==> src/rtl/mac_reg_master_if.sv <==
// Avalon-MM-style register bus used for both the host slave port and the MAC control port.
interface mac_reg_master_if #(
    parameter int ADDR_W = 8,
    parameter int DATA_W = 32
);
    logic [ADDR_W-1:0] address;
    logic [DATA_W-1:0] writedata;
    logic              write;
    logic              read;
    logic [DATA_W-1:0] readdata;
    logic              waitrequest;

    modport master (
        output address, writedata, write, read,
        input  readdata, waitrequest
    );

    modport slave (
        input  address, writedata, write, read,
        output readdata, waitrequest
    );
endinterface

==> src/rtl/mac_reg_master.sv <==
// Register-bus master for the MAC control port: serves the reset/config sequencer until
// rst_finish, then the host; waitrequest timeout with a sticky error flag.
//
// state  | meaning
// IDLE   | waiting for a request from the selected source
// ISSUE  | strobe on the MAC port, waiting for waitrequest low or timeout
// DONE   | one-cycle completion: return read data, host waitrequest low
// GAP    | GAP_CYCLES idle cycles so the requester can retire/advance its request
module mac_reg_master #(
    parameter int ADDR_W         = 8,
    parameter int DATA_W         = 32,
    parameter int GAP_CYCLES     = 2,
    parameter int TIMEOUT_CYCLES = 1024
) (
    input  logic              clk,
    input  logic              rst_n,
    input  logic [ADDR_W-1:0] rst_addr,
    input  logic [DATA_W-1:0] rst_writedata,
    input  logic              rst_wr,
    input  logic              rst_rd,
    output logic [DATA_W-1:0] rst_readdata,
    output logic              reg_busy,
    input  logic              rst_finish,
    mac_reg_master_if.slave   host,
    mac_reg_master_if.master  mac,
    output logic              timeout_err,
    input  logic              timeout_clr
);

    localparam int          GAP_W     = $clog2(GAP_CYCLES + 1);
    localparam logic [GAP_W-1:0] GAP_LOAD = GAP_W'(GAP_CYCLES - 1);
    localparam logic [15:0] TMO_LAST  = 16'(TIMEOUT_CYCLES - 1);
    localparam logic [DATA_W-1:0] TMO_DATA = DATA_W'(32'hDEADBEEF);

    typedef enum logic [1:0] {
        S_IDLE,
        S_ISSUE,
        S_DONE,
        S_GAP
    } state_t;

    state_t            state_q, state_d;
    logic              src_host_q, src_host_d;
    logic              is_wr_q, is_wr_d;
    logic [ADDR_W-1:0] addr_q, addr_d;
    logic [DATA_W-1:0] wdata_q, wdata_d;
    logic              mac_write_q, mac_write_d;
    logic              mac_read_q, mac_read_d;
    logic [15:0]       tmo_cnt_q, tmo_cnt_d;
    logic [GAP_W-1:0]  gap_cnt_q, gap_cnt_d;
    logic [DATA_W-1:0] rst_readdata_q, rst_readdata_d;
    logic [DATA_W-1:0] host_readdata_q, host_readdata_d;
    logic              timeout_err_q, timeout_err_d;

    logic              req_wr, req_rd;
    logic              finish_access;
    logic              timeout_set;
    logic [DATA_W-1:0] rd_val;

    // Only the side picked by rst_finish is looked at; write wins over read.
    assign req_wr = rst_finish ? host.write : rst_wr;
    assign req_rd = rst_finish ? host.read  : rst_rd;
    // An ISSUE exit with waitrequest still high can only be the timeout abort.
    assign rd_val = mac.waitrequest ? TMO_DATA : mac.readdata;

    always_comb begin
        state_d         = state_q;
        src_host_d      = src_host_q;
        is_wr_d         = is_wr_q;
        addr_d          = addr_q;
        wdata_d         = wdata_q;
        mac_write_d     = mac_write_q;
        mac_read_d      = mac_read_q;
        tmo_cnt_d       = tmo_cnt_q;
        gap_cnt_d       = gap_cnt_q;
        rst_readdata_d  = rst_readdata_q;
        host_readdata_d = host_readdata_q;
        finish_access   = 1'b0;
        timeout_set     = 1'b0;

        case (state_q)
            S_IDLE: begin
                if (req_wr || req_rd) begin
                    src_host_d  = rst_finish;
                    is_wr_d     = req_wr;
                    addr_d      = rst_finish ? host.address   : rst_addr;
                    wdata_d     = rst_finish ? host.writedata : rst_writedata;
                    mac_write_d = req_wr;
                    mac_read_d  = ~req_wr;
                    tmo_cnt_d   = '0;
                    state_d     = S_ISSUE;
                end
            end
            S_ISSUE: begin
                if (!mac.waitrequest) begin
                    finish_access = 1'b1;
                end else if (tmo_cnt_q == TMO_LAST) begin
                    finish_access = 1'b1;
                    timeout_set   = 1'b1;
                end else begin
                    tmo_cnt_d = tmo_cnt_q + 16'd1;
                end
            end
            S_DONE: begin
                gap_cnt_d = GAP_LOAD;
                state_d   = S_GAP;
            end
            S_GAP: begin
                if (gap_cnt_q == '0) begin
                    state_d = S_IDLE;
                end else begin
                    gap_cnt_d = gap_cnt_q - GAP_W'(1);
                end
            end
            default: state_d = S_IDLE;
        endcase

        if (finish_access) begin
            state_d     = S_DONE;
            mac_write_d = 1'b0;
            mac_read_d  = 1'b0;
            if (!is_wr_q) begin
                if (src_host_q) begin
                    host_readdata_d = rd_val;
                end else begin
                    rst_readdata_d = rd_val;
                end
            end
        end

        if (timeout_set) begin
            timeout_err_d = 1'b1;
        end else if (timeout_clr) begin
            timeout_err_d = 1'b0;
        end else begin
            timeout_err_d = timeout_err_q;
        end
    end

    always_ff @(posedge clk or negedge rst_n) begin
        if (!rst_n) begin
            state_q         <= S_IDLE;
            src_host_q      <= 1'b0;
            is_wr_q         <= 1'b0;
            addr_q          <= '0;
            wdata_q         <= '0;
            mac_write_q     <= 1'b0;
            mac_read_q      <= 1'b0;
            tmo_cnt_q       <= '0;
            gap_cnt_q       <= '0;
            rst_readdata_q  <= '0;
            host_readdata_q <= '0;
            timeout_err_q   <= 1'b0;
        end else begin
            state_q         <= state_d;
            src_host_q      <= src_host_d;
            is_wr_q         <= is_wr_d;
            addr_q          <= addr_d;
            wdata_q         <= wdata_d;
            mac_write_q     <= mac_write_d;
            mac_read_q      <= mac_read_d;
            tmo_cnt_q       <= tmo_cnt_d;
            gap_cnt_q       <= gap_cnt_d;
            rst_readdata_q  <= rst_readdata_d;
            host_readdata_q <= host_readdata_d;
            timeout_err_q   <= timeout_err_d;
        end
    end

    assign mac.address      = addr_q;
    assign mac.writedata    = wdata_q;
    assign mac.write        = mac_write_q;
    assign mac.read         = mac_read_q;
    assign rst_readdata     = rst_readdata_q;
    assign host.readdata    = host_readdata_q;
    assign host.waitrequest = ~((state_q == S_DONE) && src_host_q);
    assign reg_busy         = ((state_q == S_ISSUE) || (state_q == S_DONE)) && !src_host_q;
    assign timeout_err      = timeout_err_q;

endmodule

==> src/flat_wrapper.sv <==
// flat-port wrapper written by rule: the top's interface ports become plain ports
module mac_reg_master_flat 
#(
    parameter int ADDR_W         = 8,
    parameter int DATA_W         = 32,
    parameter int GAP_CYCLES     = 2,
    parameter int TIMEOUT_CYCLES = 1024
)
  (clk, rst_n, rst_addr, rst_writedata, rst_wr, rst_rd, rst_readdata, reg_busy, rst_finish, timeout_err, timeout_clr, host_address, host_writedata, host_write, host_read, host_readdata, host_waitrequest, mac_address, mac_writedata, mac_write, mac_read, mac_readdata, mac_waitrequest);
  mac_reg_master_if #(.ADDR_W(ADDR_W), .DATA_W(DATA_W)) host_i ();
  mac_reg_master_if #(.ADDR_W(ADDR_W), .DATA_W(DATA_W)) mac_i ();
  input  logic clk;
  input  logic rst_n;
  input  logic [ADDR_W-1:0] rst_addr;
  input  logic [DATA_W-1:0] rst_writedata;
  input  logic rst_wr;
  input  logic rst_rd;
  output logic [DATA_W-1:0] rst_readdata;
  output logic reg_busy;
  input  logic rst_finish;
  output logic timeout_err;
  input  logic timeout_clr;
  input wire logic [$bits(host_i.address)-1:0] host_address;
  input wire logic [$bits(host_i.writedata)-1:0] host_writedata;
  input wire logic [$bits(host_i.write)-1:0] host_write;
  input wire logic [$bits(host_i.read)-1:0] host_read;
  output wire logic [$bits(host_i.readdata)-1:0] host_readdata;
  output wire logic [$bits(host_i.waitrequest)-1:0] host_waitrequest;
  output wire logic [$bits(mac_i.address)-1:0] mac_address;
  output wire logic [$bits(mac_i.writedata)-1:0] mac_writedata;
  output wire logic [$bits(mac_i.write)-1:0] mac_write;
  output wire logic [$bits(mac_i.read)-1:0] mac_read;
  input wire logic [$bits(mac_i.readdata)-1:0] mac_readdata;
  input wire logic [$bits(mac_i.waitrequest)-1:0] mac_waitrequest;
  assign host_i.address = host_address;
  assign host_i.writedata = host_writedata;
  assign host_i.write = host_write;
  assign host_i.read = host_read;
  assign host_readdata = host_i.readdata;
  assign host_waitrequest = host_i.waitrequest;
  assign mac_address = mac_i.address;
  assign mac_writedata = mac_i.writedata;
  assign mac_write = mac_i.write;
  assign mac_read = mac_i.read;
  assign mac_i.readdata = mac_readdata;
  assign mac_i.waitrequest = mac_waitrequest;
  mac_reg_master #(.ADDR_W(ADDR_W), .DATA_W(DATA_W), .GAP_CYCLES(GAP_CYCLES), .TIMEOUT_CYCLES(TIMEOUT_CYCLES)) u_core (.clk(clk), .rst_n(rst_n), .rst_addr(rst_addr), .rst_writedata(rst_writedata), .rst_wr(rst_wr), .rst_rd(rst_rd), .rst_readdata(rst_readdata), .reg_busy(reg_busy), .rst_finish(rst_finish), .host(host_i), .mac(mac_i), .timeout_err(timeout_err), .timeout_clr(timeout_clr));
endmodule
==> config.mk <==
export PLATFORM = sky130hd
export DESIGN_NAME = mac_reg_master_flat
export DESIGN_NICKNAME = d
export VERILOG_FILES = /design/src/rtl/mac_reg_master_if.sv /design/src/rtl/mac_reg_master.sv /design/src/flat_wrapper.sv
export SDC_FILE = /design/constraint.sdc
export NUM_CORES = 1
export LEC_CHECK = 0
export ABC_AREA = 1
export CELL_PAD_IN_SITES_DETAIL_PLACEMENT = 0
export CELL_PAD_IN_SITES_GLOBAL_PLACEMENT = 2
export CORE_MARGIN = 1
export CORE_UTILIZATION = 25
export DETAILED_ROUTE_END_ITERATION = 8
export PLACE_DENSITY_LB_ADDON = 0.1
export SLEW_MARGIN = 15
export SYNTH_ARGS = -nofsm -noshare
export SYNTH_HDL_FRONTEND = slang
export SYNTH_SLANG_ARGS = --single-unit
==> constraint.sdc <==
create_clock -name clk -period 2.1 [get_ports clk]
set_input_delay 0.42 -clock clk [delete_from_list [all_inputs] [get_ports clk]]
set_output_delay 0.42 -clock clk [all_outputs]
set_load 0.005 [all_outputs]
---- After elaboration in Yosys (flattened, before gate mapping) ----
Index checks and enable logic that the tools add are counted.
storage, ports and cells
  output and inout bits ................... 109
  bits of input ports ..................... 121
  bits in registers ....................... 129
cells by class
  add/subtract/negate cells ............... 2
  bitwise operators ....................... 4
  reductions and logical operators ........ 20
  eq/ne operators ......................... 10
  multiplexer cells ....................... 28
operators with widths
  kind                                                   count
  2-to-1 mux 32 bit                                      2
  2-to-1 mux 16 bit                                      3
  one-hot mux 16 bit (2 select lines)                    1
  adder 16 x 1 -> 16 bit, second input constant          1
  == test 16 x 10 -> 1 bit, second input constant        1
  2-to-1 mux 1 bit                                       15
  nonzero test 2 bit                                     5
  AND reduction 3 bit                                    3
  2-to-1 mux 2 bit                                       4
  2-to-1 mux 8 bit                                       1
  inequality test 2 bit, second input constant           3
  inequality test 3 x 1 -> 1 bit, second input constant  2
  one-hot mux 2 bit (3 select lines)                     1
  AND reduction 2 bit                                    3
  == test 2 bit, second input constant                   2
  logical NOT 2 bit                                      2
  inverter 1 bit                                         4
  one-hot mux 2 bit (2 select lines)                     1
  AND reduction 4 bit                                    1
  nonzero test 4 bit                                     1
  == test 2 x 1 -> 1 bit, second input constant          1
  logical AND 1 bit                                      2
  logical OR 1 bit                                       2
  inequality test 2 x 1 -> 1 bit, second input constant  1
  other kinds (2)                                        2

---- Logic depth before layout (Yosys ltp) ----
Gate-level depths: netlist of run 1.
  depth in word-level cells ............... 6
  mapped depth ............................ 10
  gate-level depth less buffers ........... 9

---- Worst setup path after synthesis of run 1 ----
Ideal clock, no wire load.
  path kind ............................... register -> register
  from .................................... register u_core.tmo_cnt_q[0]
  to ...................................... register u_core.rst_readdata_q[26], in the netlist u_core.rst_readdata[26]
  required time ........................... 1.979 ns
  arrival ................................. 1.561 ns
  stages on the path, launching flop included .. 10
  buffers on the path ..................... 1
  period minus slack after synthesis ...... 1.683 ns
  path slack .............................. 0.417 ns
  cell sequence ........................... dfrtp_1 ha_1 nand3_2 nor2_4 nand3_4 nand2_4 nand2_4 buf_6 nand2_2 o21ai_2
on the way
  longest elaborated chain between the ends .. 5
ends and longest elaborated chain
  what                                  RTL line               RTL
  start: declaration                    mac_reg_master.sv:49   logic [15:0] tmo_cnt_q, tmo_cnt_d;
  start signal: assignment              mac_reg_master.sv:162  tmo_cnt_q <= tmo_cnt_d;
  == test 16 x 10 -> 1 bit              mac_reg_master.sv:97   end else if (tmo_cnt_q == TMO_LAST) begin
  2-to-1 mux 1 bit                      mac_reg_master.sv:97
  2-to-1 mux 1 bit                      mac_reg_master.sv:95   if (!mac.waitrequest) begin
  2-to-1 mux 1 bit                      mac_reg_master.sv:81   case (state_q)
  AND reduction 3 bit (no source line)  n/a
  end signal: assignment                mac_reg_master.sv:164  rst_readdata_q <= rst_readdata_d;
  end: declaration                      mac_reg_master.sv:51   logic [DATA_W-1:0] rst_readdata_q, rst_readdata_d;
No other way between the ends.
A chain may end at the register's enable or synchronous reset.

---- Worst setup path in the final report of run 1 ----
  from .................................... register u_core.state_q[0]
  to ...................................... output host_waitrequest
on the way
  longest elaborated chain between the ends .. 3
ends and longest elaborated chain
  what                      RTL line               RTL
  start: declaration        mac_reg_master.sv:42   state_t state_q, state_d;
  start signal: assignment  mac_reg_master.sv:155  state_q <= state_d;
  == test 2 bit             mac_reg_master.sv:176  assign host.waitrequest = ~((state_q == S_DONE) && src_host_q);
  logical AND 1 bit         mac_reg_master.sv:176
  inverter 1 bit            mac_reg_master.sv:176
  end: declaration          flat_wrapper.sv:28     output wire logic [$bits(host_i.waitrequest)-1:0] host_waitrequest;
No other way between the ends.

==> results of run 1 <==
## worst max path at each step
stage                              from                       to  slack (ns)  cells after the start
floorplan           u_core.tmo_cnt_q[0]  u_core.rst_readdata[26]        0.42                      9
finish                u_core.state_q[0]         host_waitrequest        0.21                      4
detailed placement      mac_waitrequest   u_core.rst_readdata[0]        0.05                      8
global placement        mac_waitrequest   u_core.rst_readdata[6]        0.07                      8
CTS                   u_core.state_q[1]                 reg_busy        0.08                      5
global route          u_core.state_q[1]      u_core.tmo_cnt_q[6]        0.05                      8
## through the flow
step,setup slack (ns),hold slack (ns),utilization,instance area (um^2),instances
after floorplan,0.417,0.124,-,6290,769
after global placement,0.0711,0.398,0.370,9060,1308
after detailed placement,0.0509,0.397,0.370,9060,1308
after CTS,0.0760,0.473,0.395,9650,1341
after global routing,0.0464,0.495,0.394,9650,1341
final,0.208,0.470,0.394,9650,1341
## logic make-up (layout without fill, tap and decap cells)
| kind of cell | count (synthesis) | after routing | share of synthesized area |
|---|---|---|---|
| adders and majority gates | 6 | 6 | 0.0119 |
| buffers and inverters | 110 | 358 | 0.0768 |
| AOI/OAI and AO/OA | 92 | 92 | 0.101 |
| xor gates and xnor gates | 5 | 5 | 0.00697 |
| DFF | 129 | 129 | 0.513 |
| and+or+nand+nor | 427 | 427 | 0.290 |
## cell type report
class,instances,area share
clock buffers,18,0.0445
clock inverters,14,0.0162
inverters,68,0.0265
multi-input cells,530,0.267
flip-flops and latches,129,0.335
well taps,324,0.0420
repair buffers,258,0.269
## registers in the layout (all words and copies together), names as in the netlist
register and count:
u_core.gap_cnt_q 2, u_core.host.readdata 32, u_core.is_wr_q 1, u_core.mac.address 8, u_core.mac.read 1, u_core.mac.write 1, u_core.mac.writedata 32, u_core.rst_readdata 32
u_core.src_host_q 1, u_core.state_q 2, u_core.timeout_err 1, u_core.tmo_cnt_q 16
## power groups by stage
stage | clock (uW) | sequential, uW | combinational [uW]
2_1_floorplan | 0 | 4190 | 2190
3_3_place_gp | 0 | 4180 | 5360
3_5_place_dp | 0 | 4190 | 5360
4_1_cts | 3060 | 4170 | 5350
5_1_grt | 3180 | 4300 | 5840
6_report | 2990 | 4150 | 5230
## critical path: stages, from the launching register on
cell,delay (ns)
sky130_fd_sc_hd__dfrtp_1,0.40
sky130_fd_sc_hd__inv_1,0.08
sky130_fd_sc_hd__ha_1,0.23
sky130_fd_sc_hd__nand2_1,0.07
sky130_fd_sc_hd__dlygate4sd2_1,0.29
## routing by layer
layer | part of all wire | track usage | up-vias
met4 | 0.0066 | 0.0364 | 0
met3 | 0.087 | 0.0674 | 8
met1 | 0.46 | 0.213 | 2632
li1 | - | - | 2948
met5 | 0 | 0 | -
met2 | 0.44 | 0.243 | 184
## cell usage in the layout, fill, tap and decap left out, types with 2 or more instances in the layout
master                              n
sky130_fd_sc_hd__nand2_1          247
sky130_fd_sc_hd__clkdlybuf4s50_1  226
sky130_fd_sc_hd__dfrtp_1          129
sky130_fd_sc_hd__nor2_1            98
sky130_fd_sc_hd__inv_1             63
sky130_fd_sc_hd__a31oi_1           40
sky130_fd_sc_hd__nand4_1           39
sky130_fd_sc_hd__o21ai_2           32
sky130_fd_sc_hd__buf_4             21
sky130_fd_sc_hd__nand3_1           19
sky130_fd_sc_hd__clkbuf_16         17
sky130_fd_sc_hd__nand2_2           11
sky130_fd_sc_hd__o21ai_0           11
sky130_fd_sc_hd__buf_12             7
sky130_fd_sc_hd__ha_1               6
sky130_fd_sc_hd__inv_6              5
sky130_fd_sc_hd__clkinvlp_4         4
sky130_fd_sc_hd__inv_2              3
sky130_fd_sc_hd__o21ai_1            3
sky130_fd_sc_hd__a21oi_1            3
sky130_fd_sc_hd__xor2_1             3
sky130_fd_sc_hd__nand3_2            2
sky130_fd_sc_hd__clkinv_1           2
sky130_fd_sc_hd__nand2_4            2
sky130_fd_sc_hd__and2_1             2
sky130_fd_sc_hd__xnor2_1            2
sky130_fd_sc_hd__nor3_1             2
sky130_fd_sc_hd__clkinv_4           2
sky130_fd_sc_hd__bufinv_16          2
## repair_timing
| action | in CTS | in global routing |
|---|---|---|
| pin swaps | 0 | 0 |
| endpoints found under the setup margin | 2 | 1 |
| gates resized for setup | 2 | 2 |
| hold buffers | 1 | 0 |
| setup buffers | 0 | 0 |
| endpoints found under the hold margin | 38 | 0 |
==> metrics.csv, run 1 <==
metric;value;unit
Total Neg Setup Slack;0;ns
cell type with the largest total area after synthesis;sky130_fd_sc_hd__dfrtp_1;
highest fanout seen on the critical path;4;
most used standard cell by instance count after synthesis;sky130_fd_sc_hd__nand2_1;
Power Dens Cells;1280;nW/um^2
number of port buffers;229;
post-synthesis async set-or-reset flop share;1.00;
area of the mapped netlist;6290;um^2
worst slew margin relative to its limit;0.695;
post-detail-place hpwl;14.4;mm
Routability Congestion;0.754;
endpoints failing setup;0;
R2R Path End;u_core.host.readdata[11];
CTS HTree Levels;4;
clock tree from TritonCTS;done;
number of top-level pins;230;
residual DRC count;0;
clock-pin slew of the registers on the worst-case setup and hold paths;0.06;ns
result of the run;finished clean;
worst endpoint required time;1.68;ns
worst hold path depth;2;
Worst R2R Start;u_core.tmo_cnt_q[1];
cells taking the most area after synthesis;sky130_fd_sc_hd__dfrtp_1, sky130_fd_sc_hd__nand2_1, sky130_fd_sc_hd__nor2_1, sky130_fd_sc_hd__o21ai_2, sky130_fd_sc_hd__a31oi_1;
drt pass-1 iters;6;
number of failing hold endpoints at the final stage;0;
CTS max path bufs;2;
net switching power figure;4250;uW
root cell of the clock tree;sky130_fd_sc_hd__clkbuf_16;
Core Region;24500;um^2
Seq cells post-synth;129;
number of nets in the final layout;1131;
pin count of the biggest net entering global routing;45;
number of instances in the synthesized netlist;769;
Syn Nets;896;
critical setup path kind;flip-flop to output port;
area enclosed by the die boundary;25800;um^2
worst min-delay path category;flip-flop to flip-flop;
die width;161;um
final clock period utilization by the worst path;0.901;
sort of element at the start of the critical path;flip-flop;
first-pass GRT wire length;32.4;mm
Row Count;57;
Die Y;161;um
Num Clock Sinks;129;
Final min period;1.89;ns
Primary FF master, synth;sky130_fd_sc_hd__dfrtp_1;
share of cells above drive strength 1;0.114;
via count of the first global-routing pass;5924;
Via density;4.30;
worst clock skew;0.0104;ns
initial core utilization;0.257;
footprint of the multi-input gates;2580;um^2
drt initial violations;243;
Register Area;3230;um^2
overall power consumption;12400;uW
Routed WL;20.1;mm
Max Freq;528;MHz
number of antenna violations at the first check in global routing;0;
Internal Power;8130;uW
ranking of synthesized cells by instance count;sky130_fd_sc_hd__nand2_1, sky130_fd_sc_hd__dfrtp_1, sky130_fd_sc_hd__nor2_1;
data arrival time at the worst-slack endpoint;1.47;ns
startpoint of the most critical hold path;u_core.host.readdata[24];
switching power as a share of total power;0.343;
peak supply drop;0.518;mV
Final ANT Viol Nets;0;
average wire per cell in the routed design;15.0;um
internal reg-to-reg setup slack;0.28;ns
depth of the most critical reg-to-reg path;8;
P&R area growth vs syn;53.4;%
Fillers;2542;
number of CTS-inserted buffers;17;
mean area per synthesized cell;8.18;um^2
Slew Limit Fails;0;
number of vias after detailed routing;5772;
max_cap viols;0;
unrepaired setup endpoints after global routing;false;
Comb pwr share;0.423;
later-pin clock latency in the skew report;0.42;ns
aggregate global-route resource usage;0.161;
Endpoint, Worst Hold;u_core.host.readdata[24];
Post-synth EDFFs;0;
nature of the critical path endpoint;output port;
share of power burned in the clock network;0.242;
number of warnings issued by yosys;0;
Cell variety after synth;34;
sequential cell fraction of total power;0.336;
Synth top area share;0.513;
n_diodes;0;
Leak Pwr;0.00437;uW
slew at the pin with the worst max-slew slack;0.457;ns
Overflow after GRT;0;
fraction of the yosys area taken by sequential cells;0.513;
(Power assumes the default switching activity.)
==> inputs of run 2 (changes only) <==
--- a/config.mk
+++ b/config.mk
@@ -11,7 +11,7 @@
 export CORE_MARGIN = 1
 export CORE_UTILIZATION = 25
 export DETAILED_ROUTE_END_ITERATION = 8
-export PLACE_DENSITY_LB_ADDON = 0.1
+export PLACE_DENSITY_LB_ADDON = 0.3
 export SLEW_MARGIN = 15
 export SYNTH_ARGS = -nofsm -noshare
 export SYNTH_HDL_FRONTEND = slang
==> run 2 against run 1 <==
Against the previous run: die area stayed put; non-clock buffer count is 3 lower; largest power group unchanged; cell count is 0.30% lower; global-route usage is 0.30 points lower; design area is 0.14% higher; critical path depth is 1 higher; first-iteration DRC count is 4.5% higher; combinational power hardly changed; worst hold slack worse by 0.00093 ns; clock power is 3% higher; worst setup slack worse by 0.078 ns.
==> metrics.csv, run 2 (same netlist as run 1, synthesis figures left out) <==
metric;value;unit;change
result of the run;finished clean;;
Final Hold Slack;0.470;ns;-0.000928 ns
highest fanout seen on the critical path;4;;unchanged
max_cap viols;0;;unchanged
leading cell types in the layout, fill and taps excluded;sky130_fd_sc_hd__nand2_1, sky130_fd_sc_hd__clkdlybuf4s50_1, sky130_fd_sc_hd__dfrtp_1;;
data arrival time at the worst-slack endpoint;1.55;ns;+0.08 ns
first-pass GRT wire length;31.9;mm;-1.4%
Num Clock Sinks;129;;unchanged
Cells after DPL;1305;;-0.23%
Die Y;161;um;unchanged
unrepaired setup endpoints after global routing;false;;
sequential cell fraction of total power;0.333;;-0.003
aggregate global-route resource usage;0.158;;-0.00299
n_diodes;0;;unchanged
peak supply drop;0.561;mV;+8.3%
number of cells in the finished layout apart from fillers;1337;;-0.30%
worst slack, placed;0.0536;ns;+0.00266 ns
depth of the most critical reg-to-reg path;9;;+1
Register Area;3230;um^2;unchanged
Final ANT Viol Nets;0;;unchanged
worst clock skew;0.0143;ns;+0.00392 ns
worst min-delay path category;flip-flop to flip-flop;;
Routed WL;19.6;mm;-2.3%
Slew Limit Fails;0;;unchanged
CTS max path bufs;2;;unchanged
area enclosed by the die boundary;25800;um^2;unchanged
number of antenna violations at the first check in global routing;0;;unchanged
average wire per cell in the routed design;14.7;um;-2.0%
sort of element at the start of the critical path;flip-flop;;
worst path cell trace;inv_1 -> ha_1 -> inv_1 -> nor2_1 -> dlygate4sd2_1;;
critical setup path kind;flip-flop to output port;;
drt pass-1 iters;6;;unchanged
clock-pin slew of the registers on the worst-case setup and hold paths;0.06;ns;about the same
root cell of the clock tree;sky130_fd_sc_hd__clkbuf_16;;
Row Count;57;;unchanged
final cell area excluding filler cells;9660;um^2;+0.14%
Fillers;2486;;-2.2%
number of vias after detailed routing;5685;;-1.5%
Max Freq;508;MHz;-4.0%
Via density;4.25;;-1.2%
number of nets in the final layout;1128;;-0.27%
Endpoint, Worst Hold;u_core.host.readdata[17];;
slowest stage delay, CP;0.40;ns;about the same
worst endpoint required time;1.68;ns;about the same
residual DRC count;0;;unchanged
switching power as a share of total power;0.338;;-0.00504
cell repeated most along the worst path;sky130_fd_sc_hd__inv_1;;
leading cell type in the layout, fill and taps excluded;sky130_fd_sc_hd__nand2_1;;
number of top-level pins;230;;unchanged
drt initial violations;254;;+4.5%
nature of the critical path endpoint;output port;;
footprint of the multi-input gates;2580;um^2;unchanged
die width;161;um;unchanged
via count of the first global-routing pass;5790;;-2.3%
P&R area growth vs syn;53.6;%;
initial core utilization;0.257;;unchanged
Overflow after GRT;0;;unchanged
endpoints failing setup;0;;unchanged
Total Neg Setup Slack;0;ns;unchanged
net switching power figure;4220;uW;-0.49%
worst hold path depth;2;;unchanged
Worst R2R Start;u_core.tmo_cnt_q[0];;
clock tree from TritonCTS;done;;
R2R Path End;u_core.host.readdata[27];;
Worst path slowest cell;sky130_fd_sc_hd__dfrtp_1;;
startpoint of the most critical hold path;u_core.host.readdata[17];;
Final min period;1.97;ns;+0.0779 ns
Power Dens Cells;1290;nW/um^2;+0.85%
share of power burned in the clock network;0.247;;+0.005
number of port buffers;229;;unchanged
internal reg-to-reg setup slack;0.28;ns;about the same
Leak Pwr;0.00438;uW;+0.24%
worst slew margin relative to its limit;0.688;;-0.00718
slew at the pin with the worst max-slew slack;0.468;ns;+0.0108 ns
post-route setup slack;0.130;ns;-0.0779 ns
Internal Power;8280;uW;+1.8%
pin count of the biggest net entering global routing;48;;+6.7%
Core Region;24500;um^2;unchanged
Comb pwr share;0.420;;-0.003
number of CTS-inserted buffers;17;;unchanged
buffers inserted by post-CTS timing repair;0;;unchanged
post-detailed-placement cell area;9050;um^2;-0.11%
number of failing hold endpoints at the final stage;0;;unchanged
CTS HTree Levels;4;;unchanged
later-pin clock latency in the skew report;0.42;ns;about the same
final clock period utilization by the worst path;0.938;;+0.0371
post-detail-place hpwl;14.1;mm;-1.8%
share of cells above drive strength 1;0.111;;-0.00350
Routability Congestion;0.731;;-3.1%
-- run 2: worst max-delay path, delay by kind of cell, from the launching register on --
kind                     cells  cell delay (ns)
flip-flops                   1             0.40
buffers and inverters        3             0.42
AND/OR/NAND/NOR              1             0.03
adder cells (fa/ha/maj)      1             0.28
-- run 2: final cells by class --
class / count / share of cell area
sequential: 129 / 0.334
timing repair buffer: 255 / 0.268
multi-input combinational: 530 / 0.267
clock buffer: 17 / 0.0440
tap: 324 / 0.0420
inverter: 68 / 0.0264
clock inverter: 14 / 0.0187
-- run 2: through the flow --
stage,total power [uW],utilization
global placement,9540,0.370
detailed placement,9560,0.370
floorplan,6380,-
finish,12500,0.395
CTS,12700,0.395
global route,13400,0.395
-- run 2: worst max-delay path by stage --
stage	from	end	slack [ns]	cells past startpoint
after detailed placement	rst_finish	u_core.tmo_cnt_q[2]	0.05	7
after global routing	u_core.state_q[1]	reg_busy	0.006	5
after global placement	mac_waitrequest	u_core.tmo_cnt_q[8]	0.11	7
after floorplan	u_core.tmo_cnt_q[0]	u_core.rst_readdata[26]	0.42	9
after CTS	u_core.state_q[0]	reg_busy	0.10	5
final	u_core.state_q[0]	reg_busy	0.13	5
-- run 2: metal layers --
layer  vias up  part of all wire  wire (um)  GRT usage
li1       2945                 -          -          -
met1      2544              0.45       8850      0.202
met2       181              0.45       8770      0.243
met3        15             0.087       1710     0.0640
met4         0             0.014        272     0.0511
met5         -                 0          0          0
-- run 2: power groups by stage --
stage | logic (uW) | registers [uW] | clock network, uW
3_3_place_gp | 5350 | 4190 | 0
4_1_cts | 5350 | 4180 | 3170
3_5_place_dp | 5360 | 4210 | 0
2_1_floorplan | 2190 | 4190 | 0
5_1_grt | 5840 | 4310 | 3280
6_report | 5250 | 4170 | 3090
-- run 2: timing repair --
| action | 4_1_cts | 5_1_grt |
|---|---|---|
| setup endpoints to repair | 2 | 0 |
| hold buffers | 1 | 0 |
| hold endpoints to repair | 44 | 0 |
| gates resized for setup | 2 | 0 |
==> inputs of run 3 (changes only) <==
--- a/config.mk
+++ b/config.mk
@@ -12,7 +12,6 @@
 export CORE_UTILIZATION = 25
 export DETAILED_ROUTE_END_ITERATION = 8
 export PLACE_DENSITY_LB_ADDON = 0.3
-export SLEW_MARGIN = 15
 export SYNTH_ARGS = -nofsm -noshare
 export SYNTH_HDL_FRONTEND = slang
 export SYNTH_SLANG_ARGS = --single-unit
==> results of run 3 <==
Final layout, timing and power as in run 2 (identical DEF).
